$ cat src/rtl/muldiv_ctrl_if.sv
// Request/response channel between the main control unit and the HI/LO sequencer.
interface muldiv_ctrl_if;
  logic        op_valid;
  logic [2:0]  op_code;
  logic [31:0] rs_val;
  logic [31:0] rt_val;
  logic        op_ready;
  logic        op_done;
  logic        div_zero;
  logic        timeout_err;

  // Requester side (main control unit)
  modport master (
    output op_valid, op_code, rs_val, rt_val,
    input  op_ready, op_done, div_zero, timeout_err
  );

  // Sequencer side
  modport slave (
    input  op_valid, op_code, rs_val, rt_val,
    output op_ready, op_done, div_zero, timeout_err
  );
endinterface

$ cat src/rtl/muldiv_ctrl.sv
// HI/LO owner and sequencer for the shared multiplier/divider units.
// One request at a time: clear unit, start it, wait for done (bounded), commit.
module muldiv_ctrl #(
  parameter int TIMEOUT = 40
) (
  input  logic        clk,
  input  logic        reset,
  muldiv_ctrl_if.slave req,
  output logic [31:0] hi,
  output logic [31:0] lo,
  output logic [31:0] unit_a,
  output logic [31:0] unit_b,
  output logic        mult_clr,
  output logic        div_clr,
  output logic        mult_start,
  output logic        div_start,
  input  logic        mult_done,
  input  logic        div_done,
  input  logic [31:0] mult_hi,
  input  logic [31:0] mult_lo,
  input  logic [31:0] div_hi,
  input  logic [31:0] div_lo
);
  localparam int CNT_W = (TIMEOUT > 1) ? $clog2(TIMEOUT) : 1;
  localparam logic [CNT_W-1:0] CNT_LIM = CNT_W'(TIMEOUT - 1);

  localparam logic [1:0] IDLE  = 2'd0;
  localparam logic [1:0] CLR   = 2'd1;
  localparam logic [1:0] START = 2'd2;
  localparam logic [1:0] WAIT  = 2'd3;

  localparam logic [2:0] OP_MULT = 3'b000;
  localparam logic [2:0] OP_DIV  = 3'b001;
  localparam logic [2:0] OP_MTHI = 3'b010;
  localparam logic [2:0] OP_MTLO = 3'b011;

  logic [1:0]       state;
  logic             sel;   // 0 = multiplier, 1 = divider
  logic [CNT_W-1:0] cnt;
  logic             op_done_q, div_zero_q, timeout_err_q;

  logic        sel_done;
  logic [31:0] sel_hi, sel_lo;

  // Only the selected unit's completion flag and result are ever looked at.
  always_comb begin
    sel_done = sel ? div_done : mult_done;
    sel_hi   = sel ? div_hi   : mult_hi;
    sel_lo   = sel ? div_lo   : mult_lo;
  end

  assign req.op_ready    = (state == IDLE);
  assign req.op_done     = op_done_q;
  assign req.div_zero    = div_zero_q;
  assign req.timeout_err = timeout_err_q;

  // Sequencer: pulses/strobes are registered and default low every cycle,
  // so each is set on the edge entering the state that owns it.
  always_ff @(posedge clk) begin
    if (reset) begin
      state         <= IDLE;
      sel           <= 1'b0;
      cnt           <= '0;
      hi            <= '0;
      lo            <= '0;
      unit_a        <= '0;
      unit_b        <= '0;
      mult_clr      <= 1'b0;
      div_clr       <= 1'b0;
      mult_start    <= 1'b0;
      div_start     <= 1'b0;
      op_done_q     <= 1'b0;
      div_zero_q    <= 1'b0;
      timeout_err_q <= 1'b0;
    end else begin
      mult_clr      <= 1'b0;
      div_clr       <= 1'b0;
      mult_start    <= 1'b0;
      div_start     <= 1'b0;
      op_done_q     <= 1'b0;
      div_zero_q    <= 1'b0;
      timeout_err_q <= 1'b0;
      case (state)
        IDLE: begin
          if (req.op_valid) begin
            case (req.op_code)
              OP_MULT: begin
                unit_a   <= req.rs_val;
                unit_b   <= req.rt_val;
                sel      <= 1'b0;
                mult_clr <= 1'b1;
                state    <= CLR;
              end
              OP_DIV: begin
                // Zero divisor is trapped here; the divider is never touched.
                if (req.rt_val == 32'd0) begin
                  div_zero_q <= 1'b1;
                end else begin
                  unit_a  <= req.rs_val;
                  unit_b  <= req.rt_val;
                  sel     <= 1'b1;
                  div_clr <= 1'b1;
                  state   <= CLR;
                end
              end
              OP_MTHI: begin
                hi        <= req.rs_val;
                op_done_q <= 1'b1;
              end
              OP_MTLO: begin
                lo        <= req.rs_val;
                op_done_q <= 1'b1;
              end
              default: ;
            endcase
          end
        end
        CLR: begin
          // clr was high this cycle, dropping any stale done; start next.
          mult_start <= ~sel;
          div_start  <= sel;
          state      <= START;
        end
        START: begin
          cnt   <= '0;
          state <= WAIT;
        end
        WAIT: begin
          // done takes priority over the timeout limit in the same cycle.
          if (sel_done) begin
            hi        <= sel_hi;
            lo        <= sel_lo;
            op_done_q <= 1'b1;
            state     <= IDLE;
          end else if (cnt == CNT_LIM) begin
            timeout_err_q <= 1'b1;
            state         <= IDLE;
          end else begin
            cnt <= cnt + 1'b1;
          end
        end
        default: state <= IDLE;
      endcase
    end
  end
endmodule

$ cat src/flat_wrapper.sv
// flat-port wrapper written by rule: the top's interface ports become plain ports
module muldiv_ctrl_flat 
#(
  parameter int TIMEOUT = 40
)
  (clk, reset, hi, lo, unit_a, unit_b, mult_clr, div_clr, mult_start, div_start, mult_done, div_done, mult_hi, mult_lo, div_hi, div_lo, req_op_valid, req_op_code, req_rs_val, req_rt_val, req_op_ready, req_op_done, req_div_zero, req_timeout_err);
  muldiv_ctrl_if req_i ();
  input  logic clk;
  input  logic reset;
  output logic [31:0] hi;
  output logic [31:0] lo;
  output logic [31:0] unit_a;
  output logic [31:0] unit_b;
  output logic mult_clr;
  output logic div_clr;
  output logic mult_start;
  output logic div_start;
  input  logic mult_done;
  input  logic div_done;
  input  logic [31:0] mult_hi;
  input  logic [31:0] mult_lo;
  input  logic [31:0] div_hi;
  input  logic [31:0] div_lo;
  input wire logic [$bits(req_i.op_valid)-1:0] req_op_valid;
  input wire logic [$bits(req_i.op_code)-1:0] req_op_code;
  input wire logic [$bits(req_i.rs_val)-1:0] req_rs_val;
  input wire logic [$bits(req_i.rt_val)-1:0] req_rt_val;
  output wire logic [$bits(req_i.op_ready)-1:0] req_op_ready;
  output wire logic [$bits(req_i.op_done)-1:0] req_op_done;
  output wire logic [$bits(req_i.div_zero)-1:0] req_div_zero;
  output wire logic [$bits(req_i.timeout_err)-1:0] req_timeout_err;
  assign req_i.op_valid = req_op_valid;
  assign req_i.op_code = req_op_code;
  assign req_i.rs_val = req_rs_val;
  assign req_i.rt_val = req_rt_val;
  assign req_op_ready = req_i.op_ready;
  assign req_op_done = req_i.op_done;
  assign req_div_zero = req_i.div_zero;
  assign req_timeout_err = req_i.timeout_err;
  muldiv_ctrl #(.TIMEOUT(TIMEOUT)) u_core (.clk(clk), .reset(reset), .req(req_i), .hi(hi), .lo(lo), .unit_a(unit_a), .unit_b(unit_b), .mult_clr(mult_clr), .div_clr(div_clr), .mult_start(mult_start), .div_start(div_start), .mult_done(mult_done), .div_done(div_done), .mult_hi(mult_hi), .mult_lo(mult_lo), .div_hi(div_hi), .div_lo(div_lo));
endmodule
$ cat config.mk
export PLATFORM = sky130hd
export DESIGN_NAME = muldiv_ctrl_flat
export DESIGN_NICKNAME = d
export VERILOG_FILES = /design/src/rtl/muldiv_ctrl_if.sv /design/src/rtl/muldiv_ctrl.sv /design/src/flat_wrapper.sv
export SDC_FILE = /design/constraint.sdc
export NUM_CORES = 1
export LEC_CHECK = 0
export BUFFER_PORTS_ARGS = -buffer_cell sky130_fd_sc_hd__buf_2
export CAP_MARGIN = 20
export CORE_ASPECT_RATIO = 1.2
export CORE_MARGIN = 4
export CORE_UTILIZATION = 40
export DETAILED_ROUTE_END_ITERATION = 16
export GPL_TIMING_DRIVEN = 0
export PLACE_DENSITY = 0.73
export SLEW_MARGIN = 0
export SYNTH_ARGS = -nofsm -noshare
export SYNTH_HDL_FRONTEND = slang
export SYNTH_SLANG_ARGS = --single-unit
$ cat constraint.sdc
create_clock -name clk -period 1.8 [get_ports clk]
set_input_delay 0.27 -clock clk [delete_from_list [all_inputs] [get_ports clk]]
set_output_delay 0.27 -clock clk [all_outputs]
set_load 0.05 [all_outputs]
## Word-level counts from Yosys, hierarchy flattened

Index checks and enable logic that the tools add are counted.

| storage, ports and cells | value |
|---|---|
| word-level logic and storage cells | 88 |
| output and inout port bits | 136 |
| bits in registers | 144 |

| cells by class | value |
|---|---|
| mux-type cells | 34 |
| reduce and logical (&&, ||, !) cells | 16 |
| $add $sub $neg | 1 |
| bitwise logic cells | 6 |
| eq/ne operators | 17 |

Operators with widths:

| kind | count |
|---|---|
| 32-bit two-way mux | 10 |
| 32-bit case mux with 2 select lines | 4 |
| 32-bit zero test | 1 |
| 4-bit AND reduction | 4 |
| 6-bit two-way mux | 2 |
| 6-bit case mux with 2 select lines | 1 |
| 1-bit two-way mux | 9 |
| 2-bit two-way mux | 4 |
| 2-bit inequality test, second input constant | 4 |
| 2-bit case mux with 4 select lines | 1 |
| 6-bit by 1-bit adder with 6-bit output, second input constant | 1 |
| 3-bit by 2-bit equality test with 1-bit output, second input constant | 2 |
| 6-bit equality test, second input constant | 1 |
| 2-bit by 1-bit inequality test with 1-bit output, second input constant | 3 |
| 3-bit by 1-bit inequality test with 1-bit output, second input constant | 2 |
| 1-bit NOT | 6 |
| 2-bit nonzero test | 3 |
| 3-bit OR reduction | 2 |
| 2-bit equality test, second input constant | 2 |
| 1-bit case mux with 2 select lines | 2 |
| 2-bit case mux with 2 select lines | 1 |
| 2-bit OR reduction | 2 |
| 4-bit OR reduction | 1 |
| 3-bit by 1-bit equality test with 1-bit output, second input constant | 1 |
| other kinds (5) | 5 |

## Depth between registers and ports, before layout

Gate-level depths: netlist (run 1).

| logic depth | value |
|---|---|
| word-level depth | 5 |
| depth in mapped cells | 9 |
| gate-level depth less buffers | 7 |

## Worst setup path after synthesis (run 1)

No wires, ideal clock.

| timing path | value |
|---|---|
| path kind | register to register |
| start | register u_core.state[0] |
| end | register u_core.unit_b[15] |
| setup slack | -362 ps |
| buffers on the path | 2 |
| arrival time | 2,030 ps |
| required time | 1,668 ps |
| stages on the path, launching flop included | 10 |
| cells stage by stage | dfxtp_1 inv_1 ha_1 nor3b_2 nand2_1 a31o_2 buf_6 buf_6 nand2_1 a21oi_2 |

| between the ends | value |
|---|---|
| longest elaborated chain between the ends | 2 |

Ends and longest elaborated chain:

| element | line | source |
|---|---|---|
| start, declared | muldiv_ctrl.sv:37 | `logic [1:0] state;` |
| start signal, assigned | muldiv_ctrl.sv:61 | `state <= IDLE;` |
| start signal, assigned | muldiv_ctrl.sv:92 | `state <= CLR;` |
| start signal, assigned | muldiv_ctrl.sv:103 | `state <= CLR;` |
| 2-bit zero test | n/a |  |
| named net req_op_ready | flat_wrapper.sv:28 | `output wire logic [$bits(req_i.op_ready)-1:0] req_op_ready;` |
| 4-bit AND reduction (no source line) | n/a |  |
| end signal, assigned | muldiv_ctrl.sv:89 | `unit_b <= req.rt_val;` |
| end signal, assigned | muldiv_ctrl.sv:100 | `unit_b <= req.rt_val;` |
| end, declared | muldiv_ctrl.sv:12 | `output logic [31:0] unit_b,` |

The timed path passes the listed nets, and every way through them passes these cells.
A chain may end at the register's enable or synchronous reset.

## Worst setup path in the final report (run 1)

| timing path | value |
|---|---|
| start | register u_core.cnt[0] |
| end | register u_core.state[0] |

| between the ends | value |
|---|---|
| longest elaborated chain between the ends | 3 |

Ends and longest elaborated chain:

| element | line | source |
|---|---|---|
| start, declared | muldiv_ctrl.sv:39 | `logic [CNT_W-1:0] cnt;` |
| start signal, assigned | muldiv_ctrl.sv:139 | `cnt <= cnt + 1'b1;` |
| 6-bit equality test | muldiv_ctrl.sv:135 | `end else if (cnt == CNT_LIM) begin` |
| 3-bit by 1-bit inequality test with 1-bit output (no source line) | n/a |  |
| 4-bit AND reduction (no source line) | n/a |  |
| end signal, assigned | muldiv_ctrl.sv:134 | `state <= IDLE;` |
| end signal, assigned | muldiv_ctrl.sv:137 | `state <= IDLE;` |
| end signal, assigned | muldiv_ctrl.sv:142 | `default: state <= IDLE;` |

No other way between the ends.

==> results.yml, run 1 <==
timing:
  hold_viol_final: 0
  rsz0062_at_grt: "yes"
  skew_ns: 0.00636
  maxClockFrequency_ghz: 0.572
  tightest_slew_ns: 0.698
  finalMaxSlewViolations: 0
  min_period_ns: 1.75
  hold_ws_ns: 0.0910
  finalSetupViolCount: 0
  finalCritPeriodShare_pct: 97.2
  setup_ws_ns: 0.0512
  timing.slew.headroom_pct: 53.5
placement:
  dp_hpwl_um: 19700
  routabilityCongestion: 0.943
  pre_cts_ws_ns: -0.440
  portBuffers: 334
setup_path:
  critPathMaxFanout: 5
  crit_family: "compound AO/OA/AOI/OAI gates"
  cp_num_cells: 7
  slowest_stage: "dfxtp_1"
  startpoint_type: "flop"
  cp-endpoint: "u_core.state[0]"
  crit_path_start: "u_core.cnt[0]"
  crit_type: "reg2reg"
  r2r_start: "u_core.cnt[0]"
  reg2reg_setup_slack_ns: 0.05
  max_stage_delay_ns: 0.37
  cp-end-kind: "flop"
  r2r-end: "u_core.state[0]"
  cp_data_required_time_ns: 2.16
  r2r_cells: 7
  crit_buf_inv: 1
  arrival_ns: 2.11
  crit_chain: "ha_1 -> nand4b_1 -> o211ai_4 -> o21ai_0 -> a31oi_1 -> buf_4 -> o21a_1"
layout:
  nFillCells: 1524
  drive_gt1_share_pct: 39.4
  area_growth_pct: 42.8
  multi_input_area_mm2: 0.00335
  num_antenna_cells: 0
  fin_nets: 1343
  regArea_mm2: 0.00289
global_routing:
  antenna_found_initial: 0
  grt_first_pass_wirelength_um: 38300
  grt_pass1_vias: 6791
  grt-ovfl-total: 0
  grt_max_degree: 17
  grt_usage_pct: 26.5
pwr:
  p_leak_nw: 4.10
  combPwrFrac_pct: 37.9
  swShare_pct: 39.4
  p_per_area_mw_per_mm2: 1210
  pwr-share-clk_pct: 28.7
  p_int_w: 0.00684
  seqPwrFrac_pct: 33.4
  p_sw_w: 0.00444
  vdd_ir_drop_max_mv: 0.625
clock_network:
  clk_pin_slew_worst_paths_ns: 0.06
  root_buffer: "clkbuf_16"
  clockBufferDepth: 2
  clk_latency_ns: 0.42
  cts_max_level: 4
  cts_sinks: 144
  cts_buffers: 17
  cts_hold_buf: 0
  cts_tree: "yes"
hold_path:
  whs_path_depth: 3
  holdCritStartpoint: "req_rs_val[9]"
  hold_class: "in2reg"
synth:
  synth_edf_count: 0
  synth_cells: 767
  synth_warnings: 0
  syn_avg_cell_area_um2: 8.49
  syn-num-nets: 972
  async_flop_share_pct: 0
  yosys.area.top_type_share_pct: 44.2
  synth_seq_cells: 144
  syn_area_mm2: 0.00651
  synthTopCellsByArea: "dfxtp_1, nand2_1, a21oi_1"
  synth_flop_cell: "dfxtp_1"
  ys_seq_area_share_pct: 44.2
  yosys.area.top_type: "dfxtp_1"
  ys_types: 41
routing:
  drt_iter0_drc: 385
  viasPerCell: 5.22
  postRouteAntennaNets: 0
  drc: 0
  drt-total-wl_um: 25400
  dr.pass1.iters: 5
  wl_per_cell_um: 18.7
  vias: 7093
run_status:
  outcome: "finished clean"
floorplanning:
  dieHeight_um: 148
  core_mm2: 0.0158
  die_x_um: 125
  io_pins: 336
  die_area_mm2: 0.0184
  rows: 50
  initial_core_util_pct: 41.3
job:
  cap_violations: 0
[state kept, by name (all words and copies together) (netlist names), 2 cells and up]
register       flops
u_core.hi         32
u_core.lo         32
u_core.unit_a     32
u_core.unit_b     32
u_core.cnt         6
u_core.state       2
[per-layer routing]
metal / track usage [%] / up-vias / part of all wire [%]
met5: 0 / - / 0
li1: - / 3420 / -
met1: 31.8 / 3297 / 40
met4: 10.1 / 0 / 2.4
met3: 6.00 / 37 / 6.8
met2: 46.0 / 339 / 51
[power by group through the flow]
| stage | clock network (W) | registers (W) | logic, W |
|---|---|---|---|
| after floorplan | 0 | 0.00505 | 0.00155 |
| after CTS | 0.00329 | 0.00376 | 0.00408 |
| final | 0.00324 | 0.00377 | 0.00428 |
| after global placement | 0 | 0.00381 | 0.00395 |
| after global routing | 0.00342 | 0.00380 | 0.00453 |
| after detailed placement | 0 | 0.00382 | 0.00397 |
[cell usage after synthesis, drive strengths merged (2+ instances only)]
cell type  count
nand3          2
xnor2          2
clkbuf        26
nand4          2
o21ai          4
a21oi        133
nor3b          3
nor2          42
or3            2
a211o         64
nor4           9
a31oi          2
nor3           4
mux2i         66
buf           35
nand2        198
nand4b         2
dfxtp        144
nand2b         3
ha             5
nand3b         2
inv            5
and4           2
[through the flow]
step / total power [W] / std cells / TNS [ns] / utilization (%) / cell area, µm²
2_1_floorplan: 0.00660 / 767 / 0 / - / 6540
3_3_place_gp: 0.00776 / 1309 / -26.67 / 53.7 / 8470
3_5_place_dp: 0.00779 / 1309 / -26.61 / 53.7 / 8470
4_1_cts: 0.0111 / 1349 / -0.0147 / 58.0 / 9140
5_1_grt: 0.0118 / 1359 / -0.102 / 59.0 / 9310
6_report: 0.0113 / 1359 / 0 / 59.0 / 9310
[cell families after synthesis]
group	synth area share, %
simple gates	18.1
buf+inv	5.22
mux	10.3
xor+xnor	0.269
fa+ha+maj	0.960
compound gates	20.9
flops	44.2
[tightest hold or removal path, cell delays in order]
cell and delay (ns):
buf_2 0.10, nand2_1 0.05, a21oi_1 0.05
[how the worst min path moves through the flow]
stage                                   end  slack [ns]
after floorplan            u_core.unit_a[0]        0.41
after global placement        u_core.lo[21]        0.44
after detailed placement   u_core.unit_b[6]        0.44
after CTS                  u_core.unit_a[9]        0.08
after global routing      u_core.unit_a[27]         0.1
final                      u_core.unit_a[9]        0.09
[cell type report]
type | instances | area share [%]
Multi-Input combinational cell | 557 | 36.0
Sequential cell | 144 | 31.0
Clock inverter | 11 | 0.995
Inverter | 5 | 0.202
Tap cell | 208 | 2.80
Clock buffer | 21 | 4.73
Timing Repair Buffer | 352 | 19.6
Buffer | 61 | 4.67
[cells in the final DEF (no fill, tap or decap), drive strengths merged, types with 2 or more instances in the layout]
cell type,synthesis,routed
a211o,64,64
nand3b,2,2
nand2,198,198
a21oi,133,133
nor3b,3,3
nor4,9,9
inv,5,5
nand2b,3,3
nand3,2,2
nand4,2,2
xnor2,2,2
a31oi,2,2
ha,5,5
and4,2,2
clkbuf,26,49
dfxtp,144,144
o21ai,4,4
or3,2,2
mux2i,66,66
clkinv,0,8
nor3,4,4
nor2,42,42
buf,35,385
clkinvlp,0,2
nand4b,2,2
[what timing repair did]
item,in CTS,in global routing
setup buffers,8,9
pin swaps,2,5
endpoints found under the setup margin,124,117
resized for setup,29,30
gates cloned,0,1
Note: power is estimated with default switching activity, not from simulation.
==> run 2, diff against run 1 <==
--- a/config.mk
+++ b/config.mk
@@ -12,7 +12,7 @@
 export CORE_UTILIZATION = 40
 export DETAILED_ROUTE_END_ITERATION = 16
 export GPL_TIMING_DRIVEN = 0
-export PLACE_DENSITY = 0.73
+export PLACE_DENSITY = 0.75
 export SLEW_MARGIN = 0
 export SYNTH_ARGS = -nofsm -noshare
 export SYNTH_HDL_FRONTEND = slang
==> results.yml, run 2 (synthesized netlist as in run 1, its figures left out) <==
setup_path:
  crit_family: "compound AO/OA/AOI/OAI gates"
  startpoint_type: "flop"
  crit_type: "reg2reg"
  crit_chain: "ha_2 -> nand4b_1 -> o211ai_4 -> buf_4 -> a21boi_0 -> xnor2_1 -> nor2_1"
  slowest_stage: "dfxtp_1"
  arrival_ns: 2.13
  cp_data_required_time_ns: 2.10
  cp-end-kind: "flop"
  max_stage_delay_ns: 0.39
  crit_buf_inv: 1
  critPathMaxFanout: 6
routing:
  postRouteAntennaNets: 0
  vias: 7065
  dr.pass1.iters: 5
  wl_per_cell_um: 18.8
  drt-total-wl_um: 25500
  drt_iter0_drc: 405
  viasPerCell: 5.23
  drc: 0
run_status:
  violations: "negative setup slack"
  outcome: "finished, violations left"
global_routing:
  grt_usage_pct: 26.4
  grtUsageMet2_pct: 47.8
  grt_max_degree: 17
  use_met1_pct: 30.4
  grt_pass1_vias: 6906
  use_met3_pct: 6.18
  antenna_found_initial: 0
  grt_first_pass_wirelength_um: 38000
  busiest_layer: "met2"
  grt-ovfl-total: 0
clock_network:
  cts_max_level: 4
  cts_tree: "yes"
  clk_pin_slew_worst_paths_ns: 0.06
  clk_latency_ns: 0.41
  cts_sinks: 144
  root_buffer: "clkbuf_16"
  clockBufferDepth: 2
  cts_buffers: 17
layout:
  nFillCells: 1496
  fin_nets: 1339
  fin_util_pct: 59.1
  num_antenna_cells: 0
  final_common_cell: "buf_2"
  area_growth_pct: 43.0
  drive_gt1_share_pct: 39.3
  final_cell_mix: "buf_2, nand2_1, dfxtp_1"
  fin_area_mm2: 0.00932
  instances_no_fill: 1352
timing:
  finalMaxSlewViolations: 0
  rsz0062_at_grt: "yes"
  finalCritPeriodShare_pct: 102
  hold_viol_final: 0
  setup_ws_ns: -0.0333
  maxClockFrequency_ghz: 0.545
  hold_ws_ns: 0.105
  min_period_ns: 1.83
  setup-tns-final_ns: -0.0333
  tightest_slew_ns: 0.620
  skew_ns: 0.00683
  finalSetupViolCount: 1
  timing.slew.headroom_pct: 58.7
floorplanning:
  rows: 50
  dieHeight_um: 148
  die_area_mm2: 0.0184
  die_x_um: 125
  io_pins: 336
  core_mm2: 0.0158
  initial_core_util_pct: 41.3
placement:
  dpl_cell_area_mm2: 0.00847
  routabilityCongestion: 0.905
  dp_hpwl_um: 20000
  portBuffers: 334
  dp_cells: 1309
pwr:
  p_per_area_mw_per_mm2: 1220
  p_leak_nw: 4.09
  vdd_ir_drop_max_mv: 0.639
job:
  cap_violations: 0
hold_path:
  hold_class: "in2reg"
[run 2: changes by cell type in the layout (fill, tap and decap cells not counted), sizes merged]
cell,delta
buf,-2
clkinv,-4
clkinvlp,-1
[run 2: per-stage QoR]
step                total power, W  setup slack (ns)
detailed placement         0.00781            -0.400
global placement           0.00777            -0.403
CTS                         0.0112           0.00161
floorplan                  0.00660            0.0127
global route                0.0118           -0.0359
finish                      0.0113           -0.0333
[run 2: metal layers]
layer	up-vias	routed length [µm]	share of wire (%)
met3	36	1690	6.6
li1	3401	-	-
met5	-	0	0
met2	305	13300	52
met1	3323	9920	39
met4	0	515	2.0
[run 2: what timing repair did]
action / in CTS / in global routing
cloned: 0 / 0
gates resized for setup: 38 / 32
setup buffers: 7 / 7
endpoints found under the setup margin: 124 / 121
pin swaps: 2 / 6
hold buffers: 0 / 0
[run 2: area by class of cell]
cell class,count,area (µm²),share of cell area [%]
Sequential cell,144,2890,31.0
Timing Repair Buffer,348,1790,19.2
Clock buffer,23,468,5.02
Buffer,61,462,4.96
Multi-Input combinational cell,557,3370,36.1
Tap cell,208,260,2.79
Clock inverter,6,61.3,0.658
Inverter,5,18.8,0.201
[run 2: power by group]
part	switching [W]	total [W]	internal, W
logic	0.00289	0.00432	0.00142
clock network	0.00129	0.00323	0.00194
registers	0.000215	0.00379	0.00357
[run 2: final timing paths]
| kind | end | slack, ns | startpoint | cells past startpoint |
|---|---|---|---|---|
| worst min register to register | u_core.unit_b[5] | 0.45 | u_core.unit_b[5] | 2 |
| worst max-delay path | u_core.cnt[2] | -0.03 | u_core.cnt[0] | 7 |
| worst max register to register | u_core.cnt[2] | -0.03 | u_core.cnt[0] | 7 |
| worst min-delay path | u_core.unit_a[9] | 0.11 | req_rs_val[9] | 3 |
[run 2: worst reg2reg max path: stages, from the launching register on]
cell and delay [ns]:
dfxtp_1 0.39, ha_2 0.23, nand4b_1 0.18, o211ai_4 0.33
buf_4 0.17, a21boi_0 0.12, xnor2_1 0.23, nor2_1 0.06
